$ cat config.mk
export PLATFORM = sky130hd
export DESIGN_NAME = product_code_ecc_2d
export DESIGN_NICKNAME = d
export VERILOG_FILES = /design/src/rtl/product_code_ecc_2d.sv
export SDC_FILE = /design/constraint.sdc
export NUM_CORES = 1
export LEC_CHECK = 0
export CORE_MARGIN = 2
export CORE_UTILIZATION = 47
export DETAILED_ROUTE_END_ITERATION = 10
export GPL_ROUTABILITY_DRIVEN = 0
export GPL_TIMING_DRIVEN = 0
export PLACE_DENSITY = 0.78
export SETUP_SLACK_MARGIN = 0.3
export SYNTH_ARGS = -nofsm -noshare
export SYNTH_HDL_FRONTEND = slang
export SYNTH_SLANG_ARGS = --single-unit
$ cat constraint.sdc
create_clock -name clk -period 2.1 [get_ports clk]
set_input_delay 0.21 -clock clk [delete_from_list [all_inputs] [get_ports clk]]
set_output_delay 0.21 -clock clk [all_outputs]
set_load 0.03 [all_outputs]
$ cat src/rtl/product_code_ecc_2d.sv
`default_nettype none
// +--------------------------------------------------------------------------+
// | Module   : product_code_ecc_2d                                           |
// | Purpose  : 2-D product-code (row/column/corner parity) encoder and       |
// |            single-error-correcting decoder with valid/ready handshakes.  |
// |            Encode results appear one cycle after acceptance; decode      |
// |            results appear three cycles after acceptance.                 |
// | Ports    : clk, rst_n (sync, active-low)                                 |
// |            mode (0 encode / 1 decode), in_valid, in_ready,               |
// |            data_in[K], codeword_in[N]                                    |
// |            out_valid, out_ready, codeword_out[N], data_out[K],           |
// |            error_detected, error_corrected, uncorrectable                |
// |            corr_count[16], uncorr_count[16] (PRODUCT_CODE_ECC_STATS_EN)  |
// | Macro    : PRODUCT_CODE_ECC_STATS_EN adds saturating event counters.     |
// | Revision : 1.0 - initial release                                         |
// +--------------------------------------------------------------------------+
module product_code_ecc_2d #(
   parameter int ROWS = 4,
   parameter int COLS = 4,
   localparam int K = ROWS * COLS,
   localparam int N = K + ROWS + COLS + 1
) (
   input  logic         clk,
   input  logic         rst_n,
   input  logic         mode,
   input  logic         in_valid,
   output logic         in_ready,
   input  logic [K-1:0] data_in,
   input  logic [N-1:0] codeword_in,
   output logic         out_valid,
   input  logic         out_ready,
   output logic [N-1:0] codeword_out,
   output logic [K-1:0] data_out,
   output logic         error_detected,
   output logic         error_corrected,
   output logic         uncorrectable
`ifdef PRODUCT_CODE_ECC_STATS_EN
   ,
   output logic [15:0]  corr_count,
   output logic [15:0]  uncorr_count
`endif
);

   typedef enum logic [1:0] {
      IDLE = 2'd0,
      SYND = 2'd1,
      CORR = 2'd2,
      OUT  = 2'd3
   } state_t;

   state_t          r_state;
   logic [N-1:0]    r_cw;
   logic [ROWS-1:0] r_rs;
   logic [COLS-1:0] r_cs;
   logic            r_ps;

   // ------------------------------------------------------------------
   // Parity helpers
   // ------------------------------------------------------------------
   function automatic logic [ROWS-1:0] f_row_par(input logic [K-1:0] d);
      logic [ROWS-1:0] p;
      p = '0;
      for (int r = 0; r < ROWS; r++)
         for (int c = 0; c < COLS; c++)
            p[r] = p[r] ^ d[r*COLS+c];
      return p;
   endfunction

   function automatic logic [COLS-1:0] f_col_par(input logic [K-1:0] d);
      logic [COLS-1:0] p;
      p = '0;
      for (int r = 0; r < ROWS; r++)
         for (int c = 0; c < COLS; c++)
            p[c] = p[c] ^ d[r*COLS+c];
      return p;
   endfunction

   // Layout: data in [K-1:0], row parity above, column parity above that,
   // corner parity in the MSB.
   function automatic logic [N-1:0] f_encode(input logic [K-1:0] d);
      return {^d, f_col_par(d), f_row_par(d), d};
   endfunction

   function automatic logic f_onehot_r(input logic [ROWS-1:0] v);
      return (v != '0) && ((v & (v - 1'b1)) == '0);
   endfunction

   function automatic logic f_onehot_c(input logic [COLS-1:0] v);
      return (v != '0) && ((v & (v - 1'b1)) == '0);
   endfunction

   // ------------------------------------------------------------------
   // Received codeword fields
   // ------------------------------------------------------------------
   logic [K-1:0]    w_rx_data;
   logic [ROWS-1:0] w_rx_row;
   logic [COLS-1:0] w_rx_col;
   logic            w_rx_corner;

   assign w_rx_data   = r_cw[K-1:0];
   assign w_rx_row    = r_cw[K+ROWS-1:K];
   assign w_rx_col    = r_cw[K+ROWS+COLS-1:K+ROWS];
   assign w_rx_corner = r_cw[N-1];

   logic [ROWS-1:0] w_rs;
   logic [COLS-1:0] w_cs;
   logic            w_ps;

   assign w_rs = f_row_par(w_rx_data) ^ w_rx_row;
   assign w_cs = f_col_par(w_rx_data) ^ w_rx_col;
   assign w_ps = (^w_rx_data) ^ w_rx_corner;

   // ------------------------------------------------------------------
   // Classification and correction (from registered syndromes)
   // ------------------------------------------------------------------
   logic [K-1:0] w_flip_mask;
   logic [K-1:0] w_fix_data;
   logic [N-1:0] w_fix_cw;
   logic         w_det;
   logic         w_corr;
   logic         w_unc;
   logic         w_rs_one;
   logic         w_cs_one;

   assign w_rs_one = f_onehot_r(r_rs);
   assign w_cs_one = f_onehot_c(r_cs);

   always_comb begin
      w_flip_mask = '0;
      w_det       = 1'b0;
      w_corr      = 1'b0;
      w_unc       = 1'b0;
      // The outer product of two one-hot syndromes marks exactly the
      // failing data bit, so no index decode is needed.
      for (int r = 0; r < ROWS; r++)
         for (int c = 0; c < COLS; c++)
            w_flip_mask[r*COLS+c] = r_rs[r] & r_cs[c];

      if (r_rs == '0 && r_cs == '0 && !r_ps) begin
         w_flip_mask = '0;
      end else if (w_rs_one && w_cs_one) begin
         w_det  = 1'b1;
         w_corr = 1'b1;
      end else if ((w_rs_one && r_cs == '0) ||
                   (r_rs == '0 && w_cs_one) ||
                   (r_rs == '0 && r_cs == '0 && r_ps)) begin
         // Parity-bit-only errors: data is intact, codeword regenerated.
         w_flip_mask = '0;
         w_det       = 1'b1;
         w_corr      = 1'b1;
      end else begin
         w_flip_mask = '0;
         w_det       = 1'b1;
         w_unc       = 1'b1;
      end
   end

   assign w_fix_data = w_rx_data ^ w_flip_mask;
   assign w_fix_cw   = w_unc ? r_cw : f_encode(w_fix_data);

   assign in_ready = (r_state == IDLE);

   // ------------------------------------------------------------------
   // Control FSM with registered outputs
   // ------------------------------------------------------------------
   always_ff @(posedge clk) begin
      if (!rst_n) begin
         r_state         <= IDLE;
         r_cw            <= '0;
         r_rs            <= '0;
         r_cs            <= '0;
         r_ps            <= 1'b0;
         out_valid       <= 1'b0;
         codeword_out    <= '0;
         data_out        <= '0;
         error_detected  <= 1'b0;
         error_corrected <= 1'b0;
         uncorrectable   <= 1'b0;
      end else begin
         case (r_state)
            IDLE: begin
               if (in_valid) begin
                  if (mode) begin
                     r_cw    <= codeword_in;
                     r_state <= SYND;
                  end else begin
                     codeword_out    <= f_encode(data_in);
                     data_out        <= data_in;
                     error_detected  <= 1'b0;
                     error_corrected <= 1'b0;
                     uncorrectable   <= 1'b0;
                     out_valid       <= 1'b1;
                     r_state         <= OUT;
                  end
               end
            end
            SYND: begin
               r_rs    <= w_rs;
               r_cs    <= w_cs;
               r_ps    <= w_ps;
               r_state <= CORR;
            end
            CORR: begin
               codeword_out    <= w_fix_cw;
               data_out        <= w_fix_data;
               error_detected  <= w_det;
               error_corrected <= w_corr;
               uncorrectable   <= w_unc;
               out_valid       <= 1'b1;
               r_state         <= OUT;
            end
            OUT: begin
               if (out_ready) begin
                  out_valid <= 1'b0;
                  r_state   <= IDLE;
               end
            end
            default: r_state <= IDLE;
         endcase
      end
   end

`ifdef PRODUCT_CODE_ECC_STATS_EN
   logic w_deliver;
   assign w_deliver = out_valid && out_ready;

   always_ff @(posedge clk) begin
      if (!rst_n) begin
         corr_count   <= '0;
         uncorr_count <= '0;
      end else if (w_deliver) begin
         if (error_corrected && corr_count != 16'hFFFF)
            corr_count <= corr_count + 16'd1;
         if (uncorrectable && uncorr_count != 16'hFFFF)
            uncorr_count <= uncorr_count + 16'd1;
      end
   end
`endif

endmodule
`default_nettype wire

Yosys cells after proc, flatten, opt, wreduce, memory -nomap -nowiden --
Index checks and enable logic that the tools add are counted.
Word-level totals: output and inout bits 46, word-level logic and storage cells 169, bits in registers 81
Operators by class: muxes and demuxes 29, reductions and logical operators 27, bitwise gates (word level) 94, add/sub/neg operators 2, equality and inequality tests 6
Operators by type and width (number):
- 25-bit two-way mux | 3
- 1-bit bitwise XOR | 73
- 16-bit two-way mux | 4
- 25-bit case mux with 2 select lines | 1
- 16-bit parity | 3
- 16-bit case mux with 2 select lines | 1
- 1-bit AND | 16
- 4-bit logical NOT | 4
- 16-bit bitwise XOR | 1
- 1-bit two-way mux | 12
- 4-bit AND | 2
- 1-bit logical AND | 8
- 2-bit case mux with 4 select lines | 1
- 4-bit nonzero test | 2
- 4-bit by 1-bit subtractor with 4-bit output, second input constant | 2
- 4-bit bitwise XOR | 2
- 2-bit two-way mux | 3
- 2-bit != test, second input constant | 3
- 1-bit case mux with 2 select lines | 3
- 3-bit AND reduction | 2
- 2-bit equality test, second input constant | 2
- 4-bit AND reduction | 1
- 1-bit case mux with 3 select lines | 1
- 3-bit nonzero test | 1
- other kinds (6) | 7

Depth between registers and ports, before layout --
word-level depth 13, gate-level depth with buffers 9, gate-level depth less buffers 7

Least setup slack after synthesis --
OpenSTA, ideal clock, no wires.
path kind register to register, start reg r_state[0], end reg codeword_out[10], setup slack -119 ps, arrival 2093 ps, path buffers 2, cell stages (with the launch flop) 9, clock period less this slack 2219 ps, cell sequence dfxtp_1 -> inv_1 -> ha_1 -> clkbuf_1 -> mux2i_1 -> nor2_1 -> clkbuf_1 -> a22oi_1 -> a21boi_1
Between the ends: word-level cells in the longest chain between the ends 3, elaborated cells on any way between the ends 7
RTL lines:
- from (decl) | line 51 | state_t r_state;
- from (signal assigned) | line 168 | r_state <= IDLE;
- from (signal assigned) | line 185 | r_state <= SYND;
- from (signal assigned) | line 193 | r_state <= OUT;
- 2-bit logical NOT (*)
- named net in_ready | line 27 | output logic in_ready,
- 2-bit != test (no line) or 2-bit nonzero test (tied branches)
- 3-bit AND reduction (no line)
- to (signal assigned) | line 187 | codeword_out <= f_encode(data_in);
- to (signal assigned) | line 204 | codeword_out <= w_fix_cw;
- to (decl) | line 32 | output logic [N-1:0] codeword_out,
Mark *: on every way through the listed nets, which the timed path passes. The rest lies on a longest branch. A chain may end at the register's enable or synchronous reset.

Final worst setup path --
start reg r_cw[6], end reg codeword_out[24]
Between the ends: word-level cells in the longest chain between the ends 4
RTL lines:
- from (decl) | line 52 | logic [N-1:0] r_cw;
- from (signal assigned) | line 184 | r_cw <= codeword_in;
- 16-bit bitwise XOR | line 158 | assign w_fix_data = w_rx_data ^ w_flip_mask;
- 16-bit parity | line 81 | return {^d, f_col_par(d), f_row_par(d), d};
- 25-bit two-way mux | line 159 | assign w_fix_cw = w_unc ? r_cw : f_encode(w_fix_data);
- 25-bit case mux with 2 select lines | line 180 | case (r_state)
No other way between the ends.

==> flow_metrics.tcl <==
set metrics [dict create \
    die_y_um 102 \
    initial_core_util_pct 48.6 \
    synth-main-ff-cell "dfxtp_1" \
    yosysWarnings 0 \
    slew_headroom_pct 53.4 \
    setup_slack_ps 5.44 \
    core_region_area_um2 9280 \
    n_antenna_cell 0 \
    drt_wl_total_mm 15.3 \
    viasPerCell 5.69 \
    nets 719 \
    cp.required_ps 2360 \
    ys_async_sr_fraction_pct 0 \
    synth_cells 538 \
    hpwl_mm 10.2 \
    maxCapViolCount 0 \
    dieArea_um2 10400 \
    track_usage_pct 27.1 \
    antenna_found_initial 0 \
    cts_buffers 9 \
    r2r-start "r_cw[6]$_SDFFE_PN0P_" \
    utilization_pct 71.3 \
    syn-cell-area_um2 4510 \
    hold_viol 0 \
    postCtsHoldBufs 0 \
    ir_drop_mv 0.653 \
    drtIter0Drc 260 \
    multi_input_area_um2 3150 \
    clock_latency_ps 370 \
    io_buffers 90 \
    power.density_nw_per_um2 1210 \
    cts_root_buf "clkbuf_8" \
    wl_per_cell_um 19.0 \
    post_dp_cell_area_um2 5660 \
    hold_path.class "in -> reg" \
    drv_slew 0 \
    final.period_utilization_pct 99.7 \
    htreeDepth 3 \
    final_area_um2 6620 \
    yosysSeqAreaShare_pct 35.9 \
    worstSetupPathType "reg -> reg" \
    clk_pin_slew_worst_paths_ps 90 \
    place_ws_ps -229 \
    ant_nets 0 \
    min_period_ps 2090 \
    leakagePower_nw 2.41 \
    cp_max_fo 4 \
    synth-edff-count 0 \
    ff_latch_area_um2 1660 \
    clock_path_buffers 2 \
    fillerInstances 700 \
    grt.overflow.total 0 \
    setup-tns-final_ps 0 \
    grt_pass1_vias 4292 \
    setup_viol 0 \
    via_count 4563 \
    drive_above_1_share_pct 23.0 \
    drt_first_pass_iters 6 \
    whs_ps 369 \
    die_w_um 102 \
    fmax_mhz 477 \
    crit_start "r_cw[6]$_SDFFE_PN0P_" \
    rows 35 \
    grt_pass1_wl_mm 21.5 \
    tightest_slew_ps 699 \
    io_pins 92 \
    syn_to_final_growth_pct 46.6 \
    synth_area_per_cell_um2 8.39 \
    worstPathArrival_ps 2360 \
    status "completed" \
    cts_sinks 81 \
    grt_max_degree 17 \
    worstSetupEndpointType "flop" \
    worstHoldStart "codeword_in[11]" \
    ys_ff_latch 81 \
    cts_tree "yes" \
    fin_skew_ps 9.24 \
    cp-start-kind "flop" \
    synth_nets 589 \
    rsz0062_at_grt "yes" \
    synth_cell_type_count 41 \
    route.detailed.drc 0 \
]
-- worst max-delay path, stage by stage (launching register included) --
cell and delay [ps]:
dfxtp_2 440, xor2_2 280, xnor3_1 390, xnor3_1 240, xnor2_2 190, xor2_1 200
nor3_2 50, o221a_1 200
-- where the power goes --
group          leakage, nW  total, mW  internal [mW]  switching [mW]
registers            0.669       2.18           1.89           0.289
logic                 1.63       4.51           1.96            2.55
clock network        0.112       1.31          0.647           0.661
-- worst paths after layout --
check / slack, ps / cells past startpoint / endpoint
setup reg to reg: 5 / 7 / codeword_out[24]$_SDFFE_PN0P_
setup / recovery: 5 / 7 / codeword_out[24]$_SDFFE_PN0P_
hold reg to reg: 460 / 2 / data_out[9]$_SDFFE_PN0P_
hold / removal: 370 / 3 / r_cw[11]$_SDFFE_PN0P_
-- cells in the mapped netlist (2+ instances only) --
library cell / n / share of area, %
a21boi_1: 59 / 9.8
a21oi_1: 16 / 1.8
a22oi_1: 15 / 2.5
a32o_1: 4 / 0.89
and2_1: 2 / 0.28
and3_1: 4 / 0.55
buf_1: 2 / 0.17
clkbuf_1: 30 / 2.5
dfxtp_1: 81 / 36
ha_1: 5 / 1.4
inv_1: 4 / 0.33
inv_2: 3 / 0.25
mux2_2: 2 / 0.50
mux2i_1: 10 / 2.2
nand2_1: 109 / 9.1
nand2b_1: 2 / 0.28
nand3_1: 10 / 1.1
nand3b_1: 4 / 0.67
nor2_1: 25 / 2.1
nor2b_1: 14 / 1.9
nor3_1: 4 / 0.44
nor3b_1: 5 / 0.83
o2111ai_1: 2 / 0.39
o211ai_1: 4 / 0.67
o21ai_0: 9 / 1.0
o21ai_1: 5 / 0.55
o31ai_1: 2 / 0.33
xnor2_1: 65 / 13
xnor3_1: 2 / 1.0
xor2_1: 28 / 5.4
-- timing repair --
action,4_1_cts,5_1_grt
setup endpoints to repair,64,55
setup buffers,13,14
gates resized for setup,65,79
cloned,0,2
pin swaps,10,30
-- placed cells by master, fill, tap and decap left out, types with 3 or more instances in the layout --
cell	n
a21boi_1	58
a21oi_1	12
a21oi_2	3
a22oi_2	14
a32o_1	4
buf_2	4
buf_4	25
buf_6	8
buf_8	4
clkbuf_1	10
clkbuf_2	5
clkbuf_8	10
clkdlybuf4s50_1	89
dfxtp_1	64
dfxtp_2	12
dfxtp_4	5
ha_1	3
inv_2	5
mux2i_1	9
nand2_1	108
nand3_1	7
nand3b_1	4
nor2_1	20
nor2_4	4
nor2b_1	13
nor3_2	4
nor3b_4	4
o211ai_1	4
o21ai_0	8
o21ai_2	4
xnor2_1	60
xnor2_2	5
xor2_1	23
xor2_2	4
-- metal layers --
layer / GRT usage, % / vias to the layer above / wire, µm / share of wire, %
met3: 6.22 / 80 / 1300 / 8.5
met5: 0 / - / 0 / 0
li1: - / 2061 / - / -
met4: 10.4 / 0 / 729 / 4.8
met2: 45.1 / 301 / 7350 / 48
met1: 34.3 / 2121 / 5890 / 39
-- registers in the layout, summed over array words and instances, names as in the netlist --
register / cells
r_state: 2
uncorrectable: 1
r_ps: 1
data_out: 16
out_valid: 1
error_detected: 1
codeword_out: 25
error_corrected: 1
r_rs: 4
r_cs: 4
r_cw: 25
-- layout make-up --
cell class,count,share of cell area (%)
Clock buffer,10,2.25
Inverter,7,0.397
Sequential cell,81,25.0
Tap cell,129,2.44
Timing Repair Buffer,119,17.5
Clock inverter,6,1.17
Buffer,33,3.65
Multi-Input combinational cell,417,47.6
-- cells by family after synthesis --
family / after synthesis / share of synthesized area [%]
fa+ha+maj: 5 / 1.39
xor+xnor: 97 / 19.8
buf+inv: 40 / 3.35
mux: 12 / 2.72
compound gates: 121 / 19.0
simple gates: 182 / 17.9
flops: 81 / 35.9
-- metrics by stage --
stage               power (mW)  instances
global placement          5.74        757
floorplan                 4.66        538
detailed placement        5.83        757
finish                    8.00        802
global route              8.37        802
CTS                       7.43        786
Note: power is estimated with default switching activity, not from simulation.
